[src/rtl/ex_pkg.sv]
// ex_pkg: shared encodings for the execute stage (ALUOp codes, R-type funct
// values, multiplier FSM states, default widths) and the ALU operation decoder.
package ex_pkg;

    localparam int DATA_W_DEF = 32;
    localparam int PC_W_DEF   = 8;

    // ALUOp encodings from the decoder
    localparam logic [1:0] ALUOP_ADD   = 2'b00;
    localparam logic [1:0] ALUOP_SUB   = 2'b01;
    localparam logic [1:0] ALUOP_RTYPE = 2'b10;
    localparam logic [1:0] ALUOP_RSVD  = 2'b11;

    // R-type funct field values
    localparam logic [5:0] FUNCT_ADD  = 6'b100000;
    localparam logic [5:0] FUNCT_SUB  = 6'b100010;
    localparam logic [5:0] FUNCT_AND  = 6'b100100;
    localparam logic [5:0] FUNCT_OR   = 6'b100101;
    localparam logic [5:0] FUNCT_SLT  = 6'b101010;
    localparam logic [5:0] FUNCT_MULT = 6'b011000;

    // Sequential multiplier states
    typedef enum logic [1:0] {
        IDLE = 2'b00,
        MUL  = 2'b01,
        DONE = 2'b10
    } mul_state_e;

    // Internal ALU operation after ALUOp/funct decode
    typedef enum logic [2:0] {
        OP_ADD = 3'd0,
        OP_SUB = 3'd1,
        OP_AND = 3'd2,
        OP_OR  = 3'd3,
        OP_SLT = 3'd4,
        OP_MUL = 3'd5,
        OP_BAD = 3'd6
    } alu_op_e;

    // Map ALUOp plus funct to an ALU operation; the reserved ALUOp behaves as add
    function automatic alu_op_e decode_op(input logic [1:0] aluop, input logic [5:0] funct);
        alu_op_e op;
        case (aluop)
            ALUOP_ADD: op = OP_ADD;
            ALUOP_SUB: op = OP_SUB;
            ALUOP_RTYPE: begin
                case (funct)
                    FUNCT_ADD:  op = OP_ADD;
                    FUNCT_SUB:  op = OP_SUB;
                    FUNCT_AND:  op = OP_AND;
                    FUNCT_OR:   op = OP_OR;
                    FUNCT_SLT:  op = OP_SLT;
                    FUNCT_MULT: op = OP_MUL;
                    default:    op = OP_BAD;
                endcase
            end
            default: op = OP_ADD;
        endcase
        return op;
    endfunction

endpackage

[src/rtl/ex_stage_seq_multiplier.sv]
// seq_multiplier: shift-add multiplier, one partial product per cycle.
// IDLE -> MUL (MUL_CYCLES iterations) -> DONE -> IDLE. last_o flags the final
// iteration so the caller can capture product_o (the accumulator including
// that final addition) on the same edge the FSM enters DONE.
module seq_multiplier
    import ex_pkg::*;
#(
    parameter int DATA_W     = DATA_W_DEF,
    parameter int MUL_CYCLES = DATA_W_DEF
) (
    input  logic              clk,
    input  logic              rst,
    input  logic              start_i,
    input  logic [DATA_W-1:0] mcand_i,
    input  logic [DATA_W-1:0] mplier_i,
    output logic              busy_o,
    output logic              done_o,
    output logic              last_o,
    output logic [DATA_W-1:0] product_o
);

    localparam int CNT_W = $clog2(MUL_CYCLES) + 1;

    mul_state_e        state_q;
    logic [DATA_W-1:0] mcand_q;
    logic [DATA_W-1:0] mplier_q;
    logic [DATA_W-1:0] acc_q;
    logic [DATA_W-1:0] acc_d;
    logic [CNT_W-1:0]  cnt_q;

    // Next accumulator value: add the shifted multiplicand when the multiplier LSB is set
    always_comb begin
        if (mplier_q[0]) begin
            acc_d = acc_q + mcand_q;
        end else begin
            acc_d = acc_q;
        end
    end

    // Status outputs decoded from the state register
    always_comb begin
        busy_o    = (state_q == MUL);
        done_o    = (state_q == DONE);
        last_o    = (state_q == MUL) && (cnt_q == CNT_W'(MUL_CYCLES - 1));
        product_o = acc_d;
    end

    // Multiplier FSM and datapath registers
    always_ff @(posedge clk or posedge rst) begin
        if (rst) begin
            state_q  <= IDLE;
            mcand_q  <= '0;
            mplier_q <= '0;
            acc_q    <= '0;
            cnt_q    <= '0;
        end else begin
            case (state_q)
                IDLE: begin
                    if (start_i) begin
                        mcand_q  <= mcand_i;
                        mplier_q <= mplier_i;
                        acc_q    <= '0;
                        cnt_q    <= '0;
                        state_q  <= MUL;
                    end
                end
                MUL: begin
                    acc_q    <= acc_d;
                    mcand_q  <= mcand_q << 1;
                    mplier_q <= mplier_q >> 1;
                    cnt_q    <= cnt_q + CNT_W'(1);
                    if (cnt_q == CNT_W'(MUL_CYCLES - 1)) begin
                        state_q <= DONE;
                    end
                end
                DONE: begin
                    state_q <= IDLE;
                end
                default: begin
                    state_q <= IDLE;
                end
            endcase
        end
    end

endmodule

[src/rtl/ex_stage.sv]
// ex_stage: execute stage. ALU, branch resolution, EX/MEM pipeline register
// and a multi-cycle multiplier that stalls the front of the pipe.
// Optional build macro EX_FORWARD_EN adds MEM/WB forwarding inputs. The ID/EX
// bundle carries only the rt address (ID_EX_Rb), so forwarding applies to the
// rt-sourced operand; the rs operand always comes from ID_EX_ReadData1.
module ex_stage
    import ex_pkg::*;
#(
    parameter int DATA_W     = DATA_W_DEF,
    parameter int PC_W       = PC_W_DEF,
    parameter int MUL_CYCLES = DATA_W_DEF
) (
    input  logic              clk,
    input  logic              rst,
    input  logic [DATA_W-1:0] ID_EX_ReadData1,
    input  logic [DATA_W-1:0] ID_EX_ReadData2,
    input  logic [DATA_W-1:0] ID_EX_SignExtImm,
    input  logic [4:0]        ID_EX_Rb,
    input  logic [4:0]        ID_EX_Rd,
    input  logic [PC_W-1:0]   ID_EX_PC,
    input  logic              ID_EX_RegDst,
    input  logic              ID_EX_ALUSrc,
    input  logic              ID_EX_MemToReg,
    input  logic              ID_EX_RegWrite,
    input  logic              ID_EX_MemRead,
    input  logic              ID_EX_MemWrite,
    input  logic              ID_EX_Branch,
    input  logic [1:0]        ID_EX_ALUOp,
    output logic              EX_Stall,
    output logic              BranchTaken,
    output logic [PC_W-1:0]   BranchTarget,
    output logic [DATA_W-1:0] EX_MEM_ALUResult,
    output logic [DATA_W-1:0] EX_MEM_WriteData,
    output logic [4:0]        EX_MEM_WriteReg,
    output logic              EX_MEM_MemToReg,
    output logic              EX_MEM_RegWrite,
    output logic              EX_MEM_MemRead,
    output logic              EX_MEM_MemWrite
`ifdef EX_FORWARD_EN
    ,
    input  logic              MEM_RegWrite,
    input  logic [4:0]        MEM_WriteReg,
    input  logic [DATA_W-1:0] MEM_ALUResult,
    input  logic              WB_RegWrite,
    input  logic [4:0]        WB_writeReg,
    input  logic [DATA_W-1:0] WB_writeData
`endif
);

    alu_op_e           op_s;
    logic [DATA_W-1:0] opa_s;
    logic [DATA_W-1:0] rt_s;
    logic [DATA_W-1:0] opb_s;
    logic [DATA_W-1:0] alu_res_s;
    logic              alu_ok_s;
    logic              zero_s;
    logic [4:0]        wreg_s;
    logic [7:0]        br_off_s;
    logic [PC_W-1:0]   target_s;
    logic              is_mul_s;
    logic              issue_mul_s;

    logic              mul_busy_s;
    logic              mul_done_s;
    logic              mul_last_s;
    logic [DATA_W-1:0] mul_product_s;

    logic [4:0]        lat_wreg_q;
    logic              lat_memtoreg_q;
    logic              lat_regwrite_q;
    logic              lat_memread_q;
    logic              lat_memwrite_q;

`ifdef EX_FORWARD_EN
    // rt operand source: MEM result wins over WB, register 0 is never forwarded
    always_comb begin
        if (MEM_RegWrite && (MEM_WriteReg != 5'd0) && (MEM_WriteReg == ID_EX_Rb)) begin
            rt_s = MEM_ALUResult;
        end else if (WB_RegWrite && (WB_writeReg != 5'd0) && (WB_writeReg == ID_EX_Rb)) begin
            rt_s = WB_writeData;
        end else begin
            rt_s = ID_EX_ReadData2;
        end
    end
`else
    // rt operand taken straight from the ID/EX bundle
    always_comb begin
        rt_s = ID_EX_ReadData2;
    end
`endif

    // Operand selection, destination register, branch target and op decode
    always_comb begin
        opa_s    = ID_EX_ReadData1;
        opb_s    = ID_EX_ALUSrc ? ID_EX_SignExtImm : rt_s;
        wreg_s   = ID_EX_RegDst ? ID_EX_Rd : ID_EX_Rb;
        br_off_s = {ID_EX_SignExtImm[5:0], 2'b00};
        target_s = ID_EX_PC + PC_W'(br_off_s);
        zero_s   = ((opa_s - rt_s) == {DATA_W{1'b0}});
        op_s     = decode_op(ID_EX_ALUOp, ID_EX_SignExtImm[5:0]);
        is_mul_s = (op_s == OP_MUL);
    end

    // Single-cycle ALU; an unknown funct yields 0 and suppresses the register write
    always_comb begin
        alu_res_s = '0;
        alu_ok_s  = 1'b1;
        case (op_s)
            OP_ADD: alu_res_s = opa_s + opb_s;
            OP_SUB: alu_res_s = opa_s - opb_s;
            OP_AND: alu_res_s = opa_s & opb_s;
            OP_OR:  alu_res_s = opa_s | opb_s;
            OP_SLT: alu_res_s = {{(DATA_W-1){1'b0}}, ($signed(opa_s) < $signed(opb_s))};
            OP_MUL: alu_res_s = '0;
            default: begin
                alu_res_s = '0;
                alu_ok_s  = 1'b0;
            end
        endcase
    end

    // A mult is accepted only while the multiplier sits in IDLE
    always_comb begin
        if (mul_busy_s || mul_done_s) begin
            issue_mul_s = 1'b0;
        end else begin
            issue_mul_s = is_mul_s;
        end
    end

    // Stall from the issue cycle through the last MUL cycle; forced low during reset
    always_comb begin
        if (rst) begin
            EX_Stall = 1'b0;
        end else if (mul_busy_s) begin
            EX_Stall = 1'b1;
        end else begin
            EX_Stall = issue_mul_s;
        end
    end

    seq_multiplier #(
        .DATA_W     (DATA_W),
        .MUL_CYCLES (MUL_CYCLES)
    ) u_mul (
        .clk       (clk),
        .rst       (rst),
        .start_i   (issue_mul_s),
        .mcand_i   (opa_s),
        .mplier_i  (opb_s),
        .busy_o    (mul_busy_s),
        .done_o    (mul_done_s),
        .last_o    (mul_last_s),
        .product_o (mul_product_s)
    );

    // Hold the mult's destination and control until its result is written
    always_ff @(posedge clk or posedge rst) begin
        if (rst) begin
            lat_wreg_q     <= 5'd0;
            lat_memtoreg_q <= 1'b0;
            lat_regwrite_q <= 1'b0;
            lat_memread_q  <= 1'b0;
            lat_memwrite_q <= 1'b0;
        end else if (issue_mul_s) begin
            lat_wreg_q     <= wreg_s;
            lat_memtoreg_q <= ID_EX_MemToReg;
            lat_regwrite_q <= ID_EX_RegWrite;
            lat_memread_q  <= ID_EX_MemRead;
            lat_memwrite_q <= ID_EX_MemWrite;
        end
    end

    // EX/MEM pipeline register plus registered branch decision
    always_ff @(posedge clk or posedge rst) begin
        if (rst) begin
            EX_MEM_ALUResult <= '0;
            EX_MEM_WriteData <= '0;
            EX_MEM_WriteReg  <= 5'd0;
            EX_MEM_MemToReg  <= 1'b0;
            EX_MEM_RegWrite  <= 1'b0;
            EX_MEM_MemRead   <= 1'b0;
            EX_MEM_MemWrite  <= 1'b0;
            BranchTaken      <= 1'b0;
            BranchTarget     <= '0;
        end else if (mul_last_s) begin
            EX_MEM_ALUResult <= mul_product_s;
            EX_MEM_WriteData <= '0;
            EX_MEM_WriteReg  <= lat_wreg_q;
            EX_MEM_MemToReg  <= lat_memtoreg_q;
            EX_MEM_RegWrite  <= lat_regwrite_q;
            EX_MEM_MemRead   <= lat_memread_q;
            EX_MEM_MemWrite  <= lat_memwrite_q;
            BranchTaken      <= 1'b0;
            BranchTarget     <= '0;
        end else if (mul_busy_s || mul_done_s || issue_mul_s) begin
            EX_MEM_ALUResult <= '0;
            EX_MEM_WriteData <= '0;
            EX_MEM_WriteReg  <= 5'd0;
            EX_MEM_MemToReg  <= 1'b0;
            EX_MEM_RegWrite  <= 1'b0;
            EX_MEM_MemRead   <= 1'b0;
            EX_MEM_MemWrite  <= 1'b0;
            BranchTaken      <= 1'b0;
            BranchTarget     <= '0;
        end else begin
            EX_MEM_ALUResult <= alu_res_s;
            EX_MEM_WriteData <= rt_s;
            EX_MEM_WriteReg  <= wreg_s;
            EX_MEM_MemToReg  <= ID_EX_MemToReg;
            EX_MEM_RegWrite  <= ID_EX_RegWrite & alu_ok_s & ~ID_EX_Branch;
            EX_MEM_MemRead   <= ID_EX_MemRead & ~ID_EX_Branch;
            EX_MEM_MemWrite  <= ID_EX_MemWrite & ~ID_EX_Branch;
            BranchTaken      <= ID_EX_Branch & zero_s;
            BranchTarget     <= target_s;
        end
    end

endmodule

[config.mk]
export PLATFORM = sky130hd
export DESIGN_NAME = ex_stage
export DESIGN_NICKNAME = d
export VERILOG_FILES = /design/src/rtl/ex_pkg.sv /design/src/rtl/ex_stage_seq_multiplier.sv /design/src/rtl/ex_stage.sv
export SDC_FILE = /design/constraint.sdc
export NUM_CORES = 1
export LEC_CHECK = 0
export BUFFER_PORTS_ARGS = -buffer_cell sky130_fd_sc_hd__buf_2
export CORE_UTILIZATION = 50
export CTS_CLUSTER_SIZE = 10
export DETAILED_ROUTE_END_ITERATION = 12
export PLACE_DENSITY_LB_ADDON = 0.15
export SLEW_MARGIN = 40
export SYNTH_ARGS = -nofsm -noshare
export SYNTH_HDL_FRONTEND = slang
export SYNTH_SLANG_ARGS = --single-unit
[constraint.sdc]
create_clock -name clk -period 8.2 [get_ports clk]
set_input_delay 1.23 -clock clk [delete_from_list [all_inputs] [get_ports clk]]
set_output_delay 1.23 -clock clk [all_outputs]
set_load 0.02 [all_outputs]
Yosys cells after proc, flatten, opt, wreduce, memory -nomap -nowiden --
Cells that the tools add are included.
Word-level totals: word-level logic and storage cells 101, output and inout port bits 83, register bits 195
Operators by class: eq/ne operators 18, magnitude comparators 1, add/subtract/negate cells 6, reductions and logical operators 10, bitwise operators 8, multiplexer cells 39
Operators with widths (count):
- 2-to-1 mux 32 bit | 9
- case mux 32 bit (2 select lines) | 3
- case mux 32 bit (5 select lines) | 1
- adder 32 bit | 2
- subtractor 32 bit | 2
- AND 32 bit | 1
- zero test 32 bit | 1
- < comparator 32 bit | 1
- OR 32 bit | 1
- == test 6 bit (second input constant) | 5
- case mux 3 bit (6 select lines) | 1
- 2-to-1 mux 8 bit | 2
- 2-to-1 mux 5 bit | 3
- 2-to-1 mux 1 bit | 14
- == test 6 x 5 -> 1 bit (second input constant) | 2
- case mux 6 bit (2 select lines) | 1
- adder 8 bit | 1
- adder 6 x 1 -> 6 bit (second input constant) | 1
- == test 3 x 2 -> 1 bit (second input constant) | 2
- == test 3 bit (second input constant) | 2
- 2-to-1 mux 6 bit | 1
- case mux 3 bit (2 select lines) | 1
- OR reduction 6 bit | 1
- AND 1 bit | 5
- 14 further kinds | 19

Longest topological paths before layout --
depth in word-level cells 10, mapped depth 17, depth with buffers taken out 14

By module --
Synthesis repeated with hierarchy kept, for this count alone.
Second synthesis, totals: cells, all modules 2094, area, all modules 17212.8 um^2
Modules (own cells, without submodules):
- ex_stage | sequential area each 2277.2 um^2, cells each 1401, instances 1, area each 10700.3 um^2
- seq_multiplier | sequential area each 2602.5 um^2, cells each 693, instances 1, area each 6512.5 um^2

Worst setup path before layout --
No wires, ideal clock.
path kind input port to flip-flop, from input ID_EX_ALUSrc, to register EX_MEM_ALUResult[24], path slack 2870 ps, library setup time 126 ps, data arrival time 5204 ps, path buffers 4, cell stages on the path 16, cell sequence clkbuf_1 -> clkbuf_1 -> buf_1 -> mux2i_1 -> ha_1 -> clkbuf_1 -> a211o_1 -> a31oi_1 -> nand2_1 -> a311oi_1 -> a21o_1 -> a21oi_1 -> o41ai_2 -> xnor2_1 -> o21ai_1 -> a221o_1
On the way: cells in the longest elaborated chain, start to end 5
RTL lines:
- from (decl) | line ex_stage.sv:22 | input logic ID_EX_ALUSrc,
- 2-to-1 mux 32 bit (*) | line ex_stage.sv:95 | opb_s = ID_EX_ALUSrc ? ID_EX_SignExtImm : rt_s;
- subtractor 32 bit (tied with other cells) | line ex_stage.sv:110 | OP_SUB: alu_res_s = opa_s - opb_s;
- case mux 32 bit (5 select lines) (*) | line ex_stage.sv:108 | case (op_s)
- 2-to-1 mux 32 bit (*) | line ex_stage.sv:196 | end else if (mul_busy_s || mul_done_s || issue_mul_s) begin
- 2-to-1 mux 32 bit (*) | line ex_stage.sv:186 | end else if (mul_last_s) begin
- to (signal assigned) | line ex_stage.sv:187 | EX_MEM_ALUResult <= mul_product_s;
- to (signal assigned) | line ex_stage.sv:207 | EX_MEM_ALUResult <= alu_res_s;
- to (decl) | line ex_stage.sv:32 | output logic [DATA_W-1:0] EX_MEM_ALUResult,
Mark *: on every way between the ends. The rest lies on a longest branch, timed or not. A chain may end at the register's enable or synchronous reset.

Worst setup path in the final report --
from input ID_EX_ALUSrc, to register EX_MEM_ALUResult[25]
The elaborated chain is that of the path after synthesis.

==> metrics.yaml <==
min_period_over_period_pct: 59.6
power_leakage_nw: 8.66
clk_pin_slew_ps: 80
antenna_found_initial: 3
cts_made_buffers: 17
final_common_cell: "buf_2"
path_max_fanout: 19
worstPathArrival_ps: 5220
drive_gt1_share_pct: 14.9
synthAdderAreaFrac_pct: 15.1
grt_max_degree: 115
status: "finished clean"
reg2reg_from: "u_mul.state_q[1]$_DFFE_PP0P_"
reg2reg_to: "EX_MEM_ALUResult[26]$_DFF_PP0_"
ff2ff_setup_slack_ps: 3840
crit_type: "in2reg"
slew_headroom_pct: 34.9
drv_cap: 0
worstSetupStartpointType: "input port"
h-tree-depth: 4
hold_path_end: "EX_MEM_WriteReg[4]$_DFF_PP0_"
cts.sinks: 195
place_inst: 2436
worstPathRequired_ps: 8530
finalSetupTns_ps: 0
syn_inst: 1895
synthFlopType: "dfrtp_1"
ioPinCount: 208
synth_edf_count: 0
synth_nets: 2211
yosysWarnings: 0
fmax_mhz: 205
core_um2: 31600
grt_use_total_pct: 32.9
port_buffers: 207
hold_violations: 0
layout.cells.non_filler: 2470
yosys.cell_types.count: 87
initial_utilization_pct: 50.8
clock_path_buffers: 2
reg2reg_depth: 14
synth_top_family_by_area: "compound AO/OA/AOI/OAI gates"
drtIter0Drc: 1440
die_w_um: 181
overflow: 0
p_per_area_nw_per_um2: 308
detail-route-antenna-nets: 0
total_power_mw: 5.57
globalplace.congestion: 0.980
finalWirelength_um: 54200
setup_viol: 0
holdPathStages: 2
synthMuxAreaShare_pct: 4.43
hold_path.class: "reg2reg"
cts_setup_buffers: 0
drv_slew: 0
yosys_register_bits: 195
num_rows: 65
vdd_drop_max_uv: 169
cts-resized-gates: 0
root_buffer: "clkbuf_16"
grt_pass1_wl_um: 82800
async_flop_share_pct: 100
drc: 0
wl_per_cell_um: 21.9
avgViaCountPerCell: 6.16
die-area_um2: 32800
worstMarginPinSlew_ps: 967
dp_hpwl_um: 41600
fin_nets: 2369
fin_crit_ps: 4890
rsz0062_at_grt: "no"
num_vias: 15218
synth-seq-area-share_pct: 30.4
area_growth_pct: 12.7
synth_xor_area_share_pct: 3.93
dr.pass1.iters: 6
fin_worst_skew_ps: 11.5
synth-simple-area-share_pct: 14.4
min_from: "lat_wreg_q[4]$_DFFE_PP0P_"
grt_pass1_vias: 14501
die_h_um: 181
syn_avg_cell_area_um2: 8.47
most-common-layout-cells: "buf_2, dfrtp_1, nor2_1, ha_1, a21oi_1"
synth_compound_area_share_pct: 26.2
worstSetupEndpointType: "flip-flop"
holdBufCountCts: 0
cts_tree: "done"
synth_area_um2: 16000
clk_latency_ps: 460
how the worst max path moves through the flow:
stage / startpoint / end / cells after the start
floorplan: rst / BranchTaken$_DFF_PP0_ / 1
finish: ID_EX_ALUSrc / EX_MEM_ALUResult[25]$_DFF_PP0_ / 14
detailed placement: ID_EX_ALUSrc / EX_MEM_ALUResult[25]$_DFF_PP0_ / 14
global placement: ID_EX_ALUSrc / EX_MEM_ALUResult[30]$_DFF_PP0_ / 12
global route: ID_EX_ALUSrc / EX_MEM_ALUResult[25]$_DFF_PP0_ / 14
CTS: ID_EX_ALUSrc / EX_MEM_ALUResult[25]$_DFF_PP0_ / 14
cells by family after synthesis:
kind of cell,count (synthesis)
DFF,195
xor gates and xnor gates,72
buffers and inverters,231
and+or+nand+nor,497
AOI/OAI and AO/OA,639
adders and majority gates,191
muxes,70
report_power, final:
part / internal [mW] / switching (mW) / total, mW / leakage (nW)
registers: 1.26 / 0.196 / 1.45 / 2.30
logic: 1.22 / 2.01 / 3.22 / 6.07
clock network: 0.495 / 0.403 / 0.898 / 0.301
total: 2.97 / 2.60 / 5.57 / 8.66
per-stage QoR:
stage	hold WS, ps	area [µm²]	worst slack [ps]	utilization, %
after floorplan	445	16000	1660	-
after global placement	465	17400	3020	55.2
after detailed placement	470	17500	2900	55.3
after CTS	487	18100	3400	57.2
after global routing	513	18100	3010	57.3
final	481	18100	3310	57.3
synthesized netlist by cell type, types with 17 or more instances:
| master | n | area, µm² |
|---|---|---|
| a21o_1 | 37 | 278 |
| nor2_1 | 192 | 721 |
| xor2_1 | 18 | 158 |
| nand2_1 | 116 | 435 |
| a22o_1 | 28 | 245 |
| inv_1 | 140 | 526 |
| nand2b_1 | 17 | 106 |
| nor3_1 | 28 | 140 |
| o21ai_0 | 109 | 546 |
| dfrtp_1 | 195 | 4880 |
| xnor2_1 | 54 | 473 |
| o22ai_1 | 75 | 469 |
| nand3_1 | 37 | 185 |
| o31ai_1 | 17 | 128 |
| clkbuf_1 | 68 | 255 |
| o21bai_1 | 22 | 165 |
| a21oi_1 | 154 | 771 |
| mux2i_1 | 62 | 621 |
| o21ai_1 | 24 | 120 |
| a22oi_1 | 19 | 143 |
| a211oi_1 | 29 | 218 |
| ha_1 | 187 | 2340 |
registers in the layout, indices dropped and copies added, names as in the netlist, 2 cells and up:
name,flops
u_mul.mplier_q,32
u_mul.acc_q,32
EX_MEM_WriteReg,5
lat_wreg_q,5
BranchTarget,8
EX_MEM_ALUResult,32
u_mul.mcand_q,32
u_mul.state_q,2
u_mul.cnt_q,6
EX_MEM_WriteData,32
worst max-delay path, stage by stage:
cell       delay (ps)
buf_2             390
buf_4             430
mux2i_1           430
ha_1              420
or3_1             500
nor3_1            320
o31ai_1           150
nand3b_1          110
a31oi_1           100
or3_1             420
a21oi_1           160
a2111oi_0          90
a211oi_1          290
o221ai_1          160
layout make-up:
class | instances | area (µm²)
fill | 2933 | 13500
multi-input combinational | 1469 | 10300
sequential | 195 | 4880
timing repair buffer | 227 | 1190
inverter | 143 | 549
tap | 402 | 503
clock buffer | 19 | 443
clock inverter | 13 | 171
antenna | 2 | 5.00
per-layer routing:
metal	GRT usage, %	routed length, µm
met1	46.2	24900
met2	50.5	23800
met3	7.10	4140
met4	9.93	1270
met5	0	17
(Power assumes the default switching activity.)
